--- src/rtl/fmas_arb.sv ---
// fmas_arb: round-robin sharing of one 2-stage fmas unit with a credit-protected, id-tagged response FIFO
// Ports: clk, reset (async, active-low); per requester req_valid/req_ready/req_x/req_y/req_z;
//   fmas_req/fmas_x/fmas_y/fmas_z issue side and fmas_rslt/fmas_flag return side;
//   rsp_valid/rsp_ready/rsp_id/rsp_rslt/rsp_flag response channel; busy.
// Optional FMAS_ARB_FLAGACC_EN adds flag_acc (sticky per-requester flags) and flag_clr.
module fmas_arb #(
  parameter int NREQ  = 4,
  parameter int DEPTH = 4,
  parameter int LAT   = 2
) (
  input  logic                      clk,
  input  logic                      reset,
  input  logic [NREQ-1:0]           req_valid,
  output logic [NREQ-1:0]           req_ready,
  input  logic [NREQ*32-1:0]        req_x,
  input  logic [NREQ*32-1:0]        req_y,
  input  logic [NREQ*32-1:0]        req_z,
  output logic                      fmas_req,
  output logic [31:0]               fmas_x,
  output logic [31:0]               fmas_y,
  output logic [31:0]               fmas_z,
  input  logic [31:0]               fmas_rslt,
  input  logic [4:0]                fmas_flag,
  output logic                      rsp_valid,
  input  logic                      rsp_ready,
  output logic [$clog2(NREQ)-1:0]   rsp_id,
  output logic [31:0]               rsp_rslt,
  output logic [4:0]                rsp_flag,
`ifdef FMAS_ARB_FLAGACC_EN
  output logic                      busy,
  output logic [NREQ*5-1:0]         flag_acc,
  input  logic [NREQ-1:0]           flag_clr
`else
  output logic                      busy
`endif
);
  localparam int IW = $clog2(NREQ);
  localparam int AW = DEPTH > 1 ? $clog2(DEPTH) : 1;
  localparam int CW = $clog2(DEPTH + 1);
  localparam int OW = $clog2(DEPTH + LAT + 1);
  localparam int EW = IW + 37;
  logic [IW-1:0]          rr_q, rr_d, win;
  logic [IW:0]            cand;
  logic                   hit, grant, push, pop;
  logic [OW-1:0]          occ;
  logic [LAT-1:0]         v_q;
  logic [LAT-1:0][IW-1:0] id_q;
  logic [31:0]            x_q, y_q, z_q;
  logic [AW-1:0]          wr_q, rd_q;
  logic [CW-1:0]          cnt_q, cnt_d;
  logic [EW-1:0]          mem_q [DEPTH];
  // first valid requester at or after rr_q, wrapping
  always_comb begin
    hit  = 1'b0;
    win  = '0;
    cand = '0;
    for (int k = 0; k < NREQ; k++) begin
      cand = {1'b0, rr_q} + (IW+1)'(k);
      cand = cand >= (IW+1)'(NREQ) ? cand - (IW+1)'(NREQ) : cand;
      if (!hit && req_valid[cand[IW-1:0]]) begin
        hit = 1'b1;
        win = cand[IW-1:0];
      end
    end
  end
  // every op in the tag pipe or FIFO holds a credit, so the FIFO can never overflow
  always_comb begin
    occ = OW'(cnt_q);
    for (int l = 0; l < LAT; l++) occ = occ + OW'(v_q[l]);
  end
  assign grant     = reset && hit && (occ < OW'(DEPTH));
  assign req_ready = grant ? NREQ'(1) << win : '0;
  assign fmas_req  = grant;
  assign fmas_x    = grant ? req_x[32*win +: 32] : x_q;
  assign fmas_y    = grant ? req_y[32*win +: 32] : y_q;
  assign fmas_z    = grant ? req_z[32*win +: 32] : z_q;
  assign rr_d      = grant ? (win == IW'(NREQ - 1) ? '0 : win + 1'b1) : rr_q;
  assign push      = v_q[LAT-1];
  assign rsp_valid = cnt_q != '0;
  assign pop       = rsp_valid & rsp_ready;
  assign cnt_d     = cnt_q + CW'(push) - CW'(pop);
  assign busy      = (|v_q) | rsp_valid;
  assign {rsp_id, rsp_rslt, rsp_flag} = mem_q[rd_q];
  always_ff @(posedge clk or negedge reset) begin
    if (!reset) begin
      rr_q  <= '0;
      v_q   <= '0;
      id_q  <= '0;
      x_q   <= '0;
      y_q   <= '0;
      z_q   <= '0;
      wr_q  <= '0;
      rd_q  <= '0;
      cnt_q <= '0;
    end else begin
      rr_q  <= rr_d;
      v_q   <= LAT'({v_q, grant});
      id_q  <= (LAT*IW)'({id_q, win});
      x_q   <= fmas_x;
      y_q   <= fmas_y;
      z_q   <= fmas_z;
      wr_q  <= push ? (wr_q == AW'(DEPTH - 1) ? '0 : wr_q + 1'b1) : wr_q;
      rd_q  <= pop ? (rd_q == AW'(DEPTH - 1) ? '0 : rd_q + 1'b1) : rd_q;
      cnt_q <= cnt_d;
    end
  end
  always_ff @(posedge clk) begin
    if (push) mem_q[wr_q] <= {id_q[LAT-1], fmas_rslt, fmas_flag};
  end
`ifdef FMAS_ARB_FLAGACC_EN
  logic [NREQ-1:0][4:0] acc_q, acc_d;
  // a clear in the same cycle as a pop leaves only the popped flags
  always_comb begin
    acc_d = '0;
    for (int i = 0; i < NREQ; i++)
      acc_d[i] = (flag_clr[i] ? 5'h0 : acc_q[i]) | (pop && rsp_id == IW'(i) ? rsp_flag : 5'h0);
  end
  always_ff @(posedge clk or negedge reset) begin
    if (!reset) acc_q <= '0;
    else acc_q <= acc_d;
  end
  assign flag_acc = acc_q;
`endif
endmodule

--- config.mk ---
export PLATFORM = sky130hd
export DESIGN_NAME = fmas_arb
export DESIGN_NICKNAME = d
export VERILOG_FILES = /design/src/rtl/fmas_arb.sv
export SDC_FILE = /design/constraint.sdc
export NUM_CORES = 1
export LEC_CHECK = 0
export ABC_CLOCK_PERIOD_IN_PS = 3150
export BUFFER_PORTS_ARGS = -buffer_cell sky130_fd_sc_hd__buf_2
export CORE_AREA = 4 4 217 219
export DETAILED_ROUTE_END_ITERATION = 10
export DIE_AREA = 0 0 221 223
export GPL_ROUTABILITY_DRIVEN = 0
export SYNTH_ARGS = -nofsm -noshare
export SYNTH_HDL_FRONTEND = slang
export SYNTH_SLANG_ARGS = --single-unit
--- constraint.sdc ---
create_clock -name clk -period 3.15 [get_ports clk]
set_input_delay 0.1575 -clock clk [delete_from_list [all_inputs] [get_ports clk]]
set_output_delay 0.1575 -clock clk [all_outputs]
set_load 0.1 [all_outputs]
==> out/metrics.yaml, run 1 <==
antenna_found_initial: 9
synth-main-ff-cell: "edfxtp_1"
synth_edf_count: 156
max_freq_ghz: 0.321
crit_slowest_cell: "or4b_1"
crit_type: "flip-flop to primary output"
outcome: "finished, final reports clean"
ys_ff_latch: 267
dpl.hpwl_um: 37300
ys_warn_count: 0
ys_seq_area_share_pct: 59.3
ios: 570
grt.total_usage_pct: 20.1
vias: 10500
clock-sinks: 267
finClkSkew_ns: 0.0209
cp_cell_sequence: "ha_4 > a21oi_2 > or4b_1 > and2_4 > inv_12 > nand2_8 > buf_16 > buf_16 > o221ai_4 > buf_12"
cts_buffers: 31
final_core_util_pct: 49.8
clk_latency_ns: 0.58
grt_pass1_vias: 11400
cts-htree-levels: 1
tightestPinTransition_ns: 0.918
cpMostUsedCell: "buf_16"
grt_pass1_wl_um: 75100
relSlewSlack_pct: 38.8
final-hold-violation-count: 0
routed_wl_um: 52200
dr.pass1.iters: 4
syn-num-nets: 1263
worstPathRequired_ns: 2.99
coreArea_sq_um: 45100
hp-class: "input port to flip-flop"
wire_per_inst_um: 23.5
finalSetupViolCount: 0
start_util_pct: 27.9
mostFrequentLayoutCells: "buf_2, mux2i_1, edfxtp_1"
cts_root_buf: "clkbuf_16"
async_flop_share_pct: 41.6
period_needed_ns: 3.12
arrival_ns: 2.96
netlist_instances: 822
startpoint_type: "flip-flop"
die-height_um: 223
tritoncts: "yes"
area_growth_pct: 78.4
avgViaCountPerCell: 4.73
maxCapViolCount: 0
drt_first_iter_violations: 543
rows: 78
final_common_cell: "buf_2"
path_max_fanout: 6
path_clk_slew_ns: 0.06
finalCritPeriodShare_pct: 99.0
yosysUniqueCellTypes: 37
cpLargestDelayFamily: "simple AND/OR/NAND/NOR gates"
portBuffers: 569
syn_area_sq_um: 12600
fin_cells: 2222
design.die.area_sq_um: 49300
dpl.cell_count: 1974
drive_gt1_share_pct: 53.4
slew_viol_final: 0
rsz0062_at_grt: "yes"
grt-ovfl-total: 0
synth_area_per_cell_sq_um: 15.3
cp_num_buf_inv: 4
grt_max_degree: 98
critPathCaptureType: "primary output"
drcViolationCount: 0
nNetsFinal: 2036
cpPeakStageDelay_ns: 0.46
die_x_um: 221
cts_buffer_depth: 3
ant_nets: 0
## worst paths after layout
check	slack [ns]	cells after the start	to	start
hold / removal	0.02	3	x_q[9]$_DFF_PN0_	req_x[73]
max in group asynchronous	1.41	4	y_q[19]$_DFF_PN0_	reset
setup / recovery	0.03	10	fmas_y[13]	v_q[1]$_DFF_PN0_
setup reg to reg	0.17	10	x_q[4]$_DFF_PN0_	v_q[1]$_DFF_PN0_
min in group asynchronous	0.34	3	y_q[3]$_DFF_PN0_	reset
hold reg to reg	0.35	0	id_q[3]$_DFF_PN0_	id_q[1]$_DFF_PN0_
## stage by stage
step / worst slack (ns) / hold slack, ns / instance area, sq um / TNS (ns)
2_1_floorplan: -0.182 / -0.138 / 13400 / -13.50
3_3_place_gp: 0.359 / 0.334 / 18600 / 0
3_5_place_dp: 0.342 / 0.336 / 18600 / 0
4_1_cts: -0.0461 / 0.00121 / 21900 / -0.155
5_1_grt: -0.0764 / 0.00634 / 22400 / -2.27
6_report: 0.0317 / 0.0154 / 22400 / 0
## synth_stat cells, types with 2 or more instances
library cell / n / area share, %
o221ai_1: 56 / 3.9
a21oi_1: 2 / 0.080
o221ai_2: 40 / 4.8
clkbuf_1: 13 / 0.39
edfxtp_1: 156 / 37
ha_1: 12 / 1.2
buf_6: 10 / 0.90
nand2_1: 103 / 3.1
mux4_2: 39 / 7.0
buf_2: 35 / 1.4
dfrtp_1: 111 / 22
nand2_4: 2 / 0.18
o21ai_0: 3 / 0.12
nand3_1: 2 / 0.080
and2_1: 11 / 0.55
buf_1: 3 / 0.090
mux2i_1: 192 / 15
inv_1: 12 / 0.36
nor2b_1: 2 / 0.099
## timing repair
item	CTS	global route
cloned	7	6
hold buffers	141	1
gates resized for setup	69	44
pin swaps	24	36
setup buffers	23	11
endpoints found under the hold margin	256	1
endpoints found under the setup margin	95	70
## registers in the layout (all words and copies together), names as in the netlist
signal / count
rr_q: 2
cnt_q: 3
wr_q: 2
y_q: 32
v_q: 2
rd_q: 2
mem_q: 156
z_q: 32
x_q: 32
id_q: 4
## per-layer routing
| layer | vias up | global-route usage, % | routed length [um] |
|---|---|---|---|
| met4 | 6 | 5.34 | 1450 |
| met2 | 420 | 34.3 | 26500 |
| met1 | 5217 | 24.7 | 19800 |
| li1 | 4805 | - | - |
| met5 | - | 0 | 36 |
| met3 | 67 | 6.64 | 4440 |
## worst register-to-register path, cell delays in order, from the launching register on
cell           delay (ns)
dfrtp_1              0.41
ha_4                 0.28
a21oi_2              0.05
or4b_1               0.46
and2_4               0.20
buf_4                0.14
buf_12               0.22
nand2_1              0.28
o221ai_4             0.13
buf_4                0.16
dlygate4sd3_1        0.55
## cell families (layout without fill, tap and decap cells)
group | Yosys count | in the layout | share of synthesized area [%]
AO/OA/AOI/OAI | 106 | 106 | 9.23
multiplexers | 232 | 232 | 22.4
buffers and inverters | 76 | 869 | 3.28
adder cells (fa/ha/maj) | 13 | 13 | 1.35
XOR/XNOR | 2 | 2 | 0.139
flip-flops | 267 | 267 | 59.3
AND/OR/NAND/NOR | 126 | 130 | 4.29
other | 0 | 3 | 0
## layout make-up
class	instances	area, sq um
repair buffers	798	6900
diodes	3	7.51
fillers	3849	22700
clock buffers	37	798
well taps	600	751
flip-flops and latches	267	7460
multi-input cells	483	6240
inverters	14	68.8
clock inverters	20	196
Power of run 1 is not shown: default switching activity piles up to over one toggle a cycle in this logic, so the estimate is an artifact.
==> run 2: changes to the inputs <==
- ABC_CLOCK_PERIOD_IN_PS: 3150 -> 3900
- clock period: 3.15 -> 3.9 ns (I/O delays scaled with it)
==> out/metrics.yaml, run 2 (same netlist as run 1, synthesis figures left out) <==
startpoint_type: "flip-flop"
mostFrequentLayoutCells: "buf_2, mux2i_1, dlygate4sd3_1"
relSlewSlack_pct: 27.5  # -11 points
final-hold-violation-count: 0  # unchanged
final_common_cell: "buf_2"
drcViolationCount: 0  # unchanged
die-height_um: 223  # unchanged
cts_buffers: 29  # -6.5%
path_max_fanout: 73  # +67
max_freq_ghz: 0.265
largest_reg_flops: 156  # unchanged
maxCapViolCount: 0  # unchanged
rsz0062_at_grt: "yes"
design.die.area_sq_um: 49300  # unchanged
coreArea_sq_um: 45100  # unchanged
outcome: "finished, final reports clean"
cts_root_buf: "clkbuf_16"
finalSetupViolCount: 0  # unchanged
place_area_sq_um: 16600  # -11%
hp-class: "input port to flip-flop"
dpl.hpwl_um: 33900  # -9.1%
largest-register: "mem_q"
path_clk_slew_ns: 0.06  # about the same
grt_pass1_vias: 11300  # -0.89%
start_util_pct: 27.9  # unchanged
nNetsFinal: 2001  # -1.7%
dr.pass1.iters: 4  # unchanged
fillerInstances: 4180  # +8.6%
portBuffers: 569  # unchanged
drt_first_iter_violations: 488  # -10%
arrival_ns: 3.58  # +0.62 ns
grt.total_usage_pct: 18.1  # -2.0 points
worstPathRequired_ns: 3.70  # +0.71 ns
tritoncts: "yes"
ant_nets: 0  # unchanged
cts-htree-levels: 1  # unchanged
area_growth_pct: 56.3
tightestPinTransition_ns: 1.09  # +0.170 ns
avgViaCountPerCell: 4.76  # +0.60%
cts_buffer_depth: 3  # unchanged
drive_gt1_share_pct: 45.6  # -7.8 points
clock-sinks: 267  # unchanged
wire_per_inst_um: 21.5  # -8.4%
antenna_found_initial: 25  # +16
slew_viol_final: 0  # unchanged
clk_latency_ns: 0.58  # about the same
rows: 78  # unchanged
final_area_sq_um: 19700  # -12%
final_core_util_pct: 43.6  # -6.2 points
grt_pass1_wl_um: 69200  # -7.9%
crit_type: "flip-flop to primary output"
finalCritPeriodShare_pct: 96.7
ios: 570  # unchanged
finClkSkew_ns: 0.0162  # -0.00468 ns
critPathCaptureType: "primary output"
period_needed_ns: 3.77
grt_max_degree: 98  # unchanged
die_x_um: 221  # unchanged
grt-ovfl-total: 0  # unchanged
routed_wl_um: 47300  # -9.3%
vias: 10500  # -0.40%
-- run 2: per-stage QoR --
stage / TNS [ns] / cells / hold slack (ns) / worst slack (ns)
4_1_cts: 0 / 2181 / 0.00201 / 0.0225
3_5_place_dp: 0 / 1946 / 0.335 / 0.666
2_1_floorplan: -0.814 / 822 / -0.101 / -0.0173
6_report: 0 / 2200 / 0.0416 / 0.128
3_3_place_gp: 0 / 1946 / 0.335 / 0.748
5_1_grt: -0.875 / 2197 / 0.0270 / -0.0582
-- run 2: worst paths after layout --
path | from | slack (ns) | to | cells past startpoint
worst max-delay path | v_q[1]$_DFF_PN0_ | 0.13 | fmas_y[14] | 9
worst min-delay path | req_x[57] | 0.04 | x_q[25]$_DFF_PN0_ | 3
worst max register to register | rr_q[0]$_DFFE_PN0P_ | 0.49 | x_q[18]$_DFF_PN0_ | 8
worst min register to register | id_q[0]$_DFF_PN0_ | 0.35 | id_q[2]$_DFF_PN0_ | 0
max in group asynchronous | reset | 2.18 | x_q[23]$_DFF_PN0_ | 4
min in group asynchronous | reset | 0.40 | z_q[27]$_DFF_PN0_ | 3
-- run 2: routing by layer --
layer | up-vias | global-route usage [%] | routed length [um]
met3 | 85 | 5.78 | 3670
li1 | 4751 | - | -
met1 | 5214 | 20.4 | 17300
met5 | - | 0 | 22
met2 | 419 | 31.7 | 24600
met4 | 4 | 7.81 | 1800
-- run 2: cell type report --
| class | instances | area [sq um] | area share [%] |
|---|---|---|---|
| diodes | 18 | 45.0 | 0.229 |
| clock inverters | 17 | 188 | 0.955 |
| clock buffers | 36 | 752 | 3.83 |
| multi-input cells | 480 | 4750 | 24.2 |
| flip-flops and latches | 267 | 7460 | 38.0 |
| repair buffers | 768 | 5640 | 28.7 |
| well taps | 600 | 751 | 3.82 |
| inverters | 14 | 57.6 | 0.293 |
-- run 2: worst max-delay path: stages (launching register included) --
cell and delay (ns):
dfrtp_1 0.48, ha_1 0.33, a21oi_1 0.08, or4b_1 0.50
and2_4 0.20, inv_6 0.09, nand2_4 0.24, buf_12 0.30
o221ai_1 0.37, buf_6 0.28
-- run 2: repair_timing --
item / in CTS / in global routing
hold buffers: 182 / 0
buffers inserted: 0 / 0
endpoints found under the setup margin: 0 / 68
endpoints found under the hold margin: 256 / 0
resized for setup: 0 / 105
Power of run 2 is left out for the same reason.
==> run 3: changes to the inputs <==
- CORE_AREA: 4 4 217 219 -> 2 2 221 223
- DIE_AREA: 0 0 221 223 -> 0 0 223 225
==> out/metrics.yaml, run 3 (same netlist as run 1, synthesis figures left out) <==
outcome: "finished, final reports clean"
design.die.area_sq_um: 50200  # +1.8%
grt_max_degree: 98  # unchanged
arrival_ns: 3.55  # -0.03 ns
cts_root_buf: "clkbuf_16"
finalCritPeriodShare_pct: 96.0  # -0.72 points
max_freq_ghz: 0.267  # +0.75%
cpLargestDelayFamily: "simple AND/OR/NAND/NOR gates"
vias: 9876  # -5.7%
grt.total_usage_pct: 17.3  # -0.84 points
cpPeakStageDelay_ns: 0.50  # about the same
final-hold-violation-count: 0  # unchanged
rows: 80  # +2.6%
routed_wl_um: 45600  # -3.6%
die_x_um: 223  # +0.90%
final_common_cell: "buf_2"
area_growth_pct: 52.5
coreArea_sq_um: 47500  # +5.5%
portBuffers: 569  # unchanged
clk_latency_ns: 0.59  # about the same
critPathCaptureType: "primary output"
drive_gt1_share_pct: 50.2  # +4.6 points
finalSetupViolCount: 0  # unchanged
finClkSkew_ns: 0.0135  # -0.00277 ns
startpoint_type: "flip-flop"
fillerInstances: 4464  # +6.8%
grt-ovfl-total: 0  # unchanged
path_clk_slew_ns: 0.06  # about the same
tritoncts: "yes"
hp-class: "input port to flip-flop"
mostFrequentLayoutCells: "buf_2, mux2i_1, edfxtp_1"
dpl.hpwl_um: 33400  # -1.6%
wire_per_inst_um: 21.7  # +1.0%
timing.rr.end: "z_q[8]$_DFF_PN0_"
worstPathRequired_ns: 3.70  # about the same
fin_cells: 2098  # -4.6%
die-height_um: 225  # +0.90%
worst_slack_ns: 0.156  # +0.0281 ns
pre_cts_ws_ns: 0.745  # +0.0792 ns
rsz0062_at_grt: "no"
cpMostUsedCell: "buf_12"
cts-htree-levels: 1  # unchanged
dr.pass1.iters: 5  # +1
cp-startpoint: "v_q[1]$_DFF_PN0_"
cts_buffers: 30  # +3.4%
nNetsFinal: 1887  # -5.7%
grt_pass1_vias: 10500  # -6.8%
cts_buffer_depth: 3  # unchanged
avgViaCountPerCell: 4.71  # -1.1%
final-seq-area_sq_um: 7460  # unchanged
crit_type: "flip-flop to primary output"
reg2reg_depth: 9  # +1
drcViolationCount: 0  # unchanged
maxCapViolCount: 0  # unchanged
reg2reg_slack_ns: 0.68  # +0.19 ns
period_needed_ns: 3.74  # -0.0281 ns
antenna_found_initial: 23  # -8.0%
crit_slowest_cell: "or4b_1"
path_max_fanout: 52  # -29%
clock-sinks: 267  # unchanged
endpoint: "fmas_x[22]"
dpl.cell_count: 1964  # +0.92%
cp_num_buf_inv: 3  # unchanged
tightestPinTransition_ns: 1.05  # -0.0374 ns
grt_pass1_wl_um: 65200  # -5.8%
cp_cell_sequence: "ha_1 > a21oi_1 > or4b_1 > and2_4 > inv_6 > nand2_4 > buf_12 > o221ai_1 > buf_12"
start_util_pct: 26.4  # -1.4 points
crit_cells: 9  # unchanged
largest-register: "mem_q"
r2r-start: "v_q[1]$_DFF_PN0_"
slew_viol_final: 0  # unchanged
relSlewSlack_pct: 30.0  # +2.5 points
ant_nets: 0  # unchanged
largest_reg_flops: 156  # unchanged
ios: 570  # unchanged
multi_input_area_sq_um: 4750  # -0.16%
finalSetupTns_ns: 0  # unchanged
drt_first_iter_violations: 416  # -15%
## run 3: metrics by stage
stage,hold slack [ns],area (sq um),utilization (%)
finish,0.0413,19200,40.3
detailed placement,0.338,17500,36.9
floorplan,-0.101,12600,-
global route,0.0216,19200,40.3
global placement,0.332,17500,36.9
CTS,0.000172,19100,40.1
## run 3: area by class of cell
type	count	area share, %
inverter	14	0.300
timing repair buffer	652	26.8
clock buffer	34	4.05
antenna	16	0.209
tap	615	4.01
multi-input combinational	481	24.8
sequential	267	38.9
clock inverter	19	0.927
## run 3: worst min-delay path by stage
stage                               endpoint         startpoint  depth (start not counted)
after global placement     id_q[3]$_DFF_PN0_  id_q[1]$_DFF_PN0_                          0
after CTS                  z_q[16]$_DFF_PN0_          req_z[48]                          3
after detailed placement   id_q[3]$_DFF_PN0_  id_q[1]$_DFF_PN0_                          0
after global routing       y_q[30]$_DFF_PN0_          req_y[94]                          3
after floorplan           cnt_q[0]$_DFF_PN0_              reset                          0
final                      z_q[10]$_DFF_PN0_         req_z[106]                          3
## run 3: what timing repair did
action,CTS,global route
resized for setup,0,4
setup buffers,0,3
hold endpoints to repair,213,0
setup endpoints to repair,0,4
hold buffers,60,0
## run 3: metal layers
metal / up-vias / global-route usage [%] / wire length, um
met5: - / 0 / 5
met4: 2 / 7.47 / 1430
met3: 77 / 5.80 / 3880
met2: 416 / 29.6 / 22900
met1: 4880 / 19.7 / 17400
li1: 4501 / - / -
## run 3: worst min-delay path, stage by stage
cell and delay [ns]:
buf_2 0.07, mux2i_1 0.07, o221ai_2 0.24
Power of run 3 is left out for the same reason.
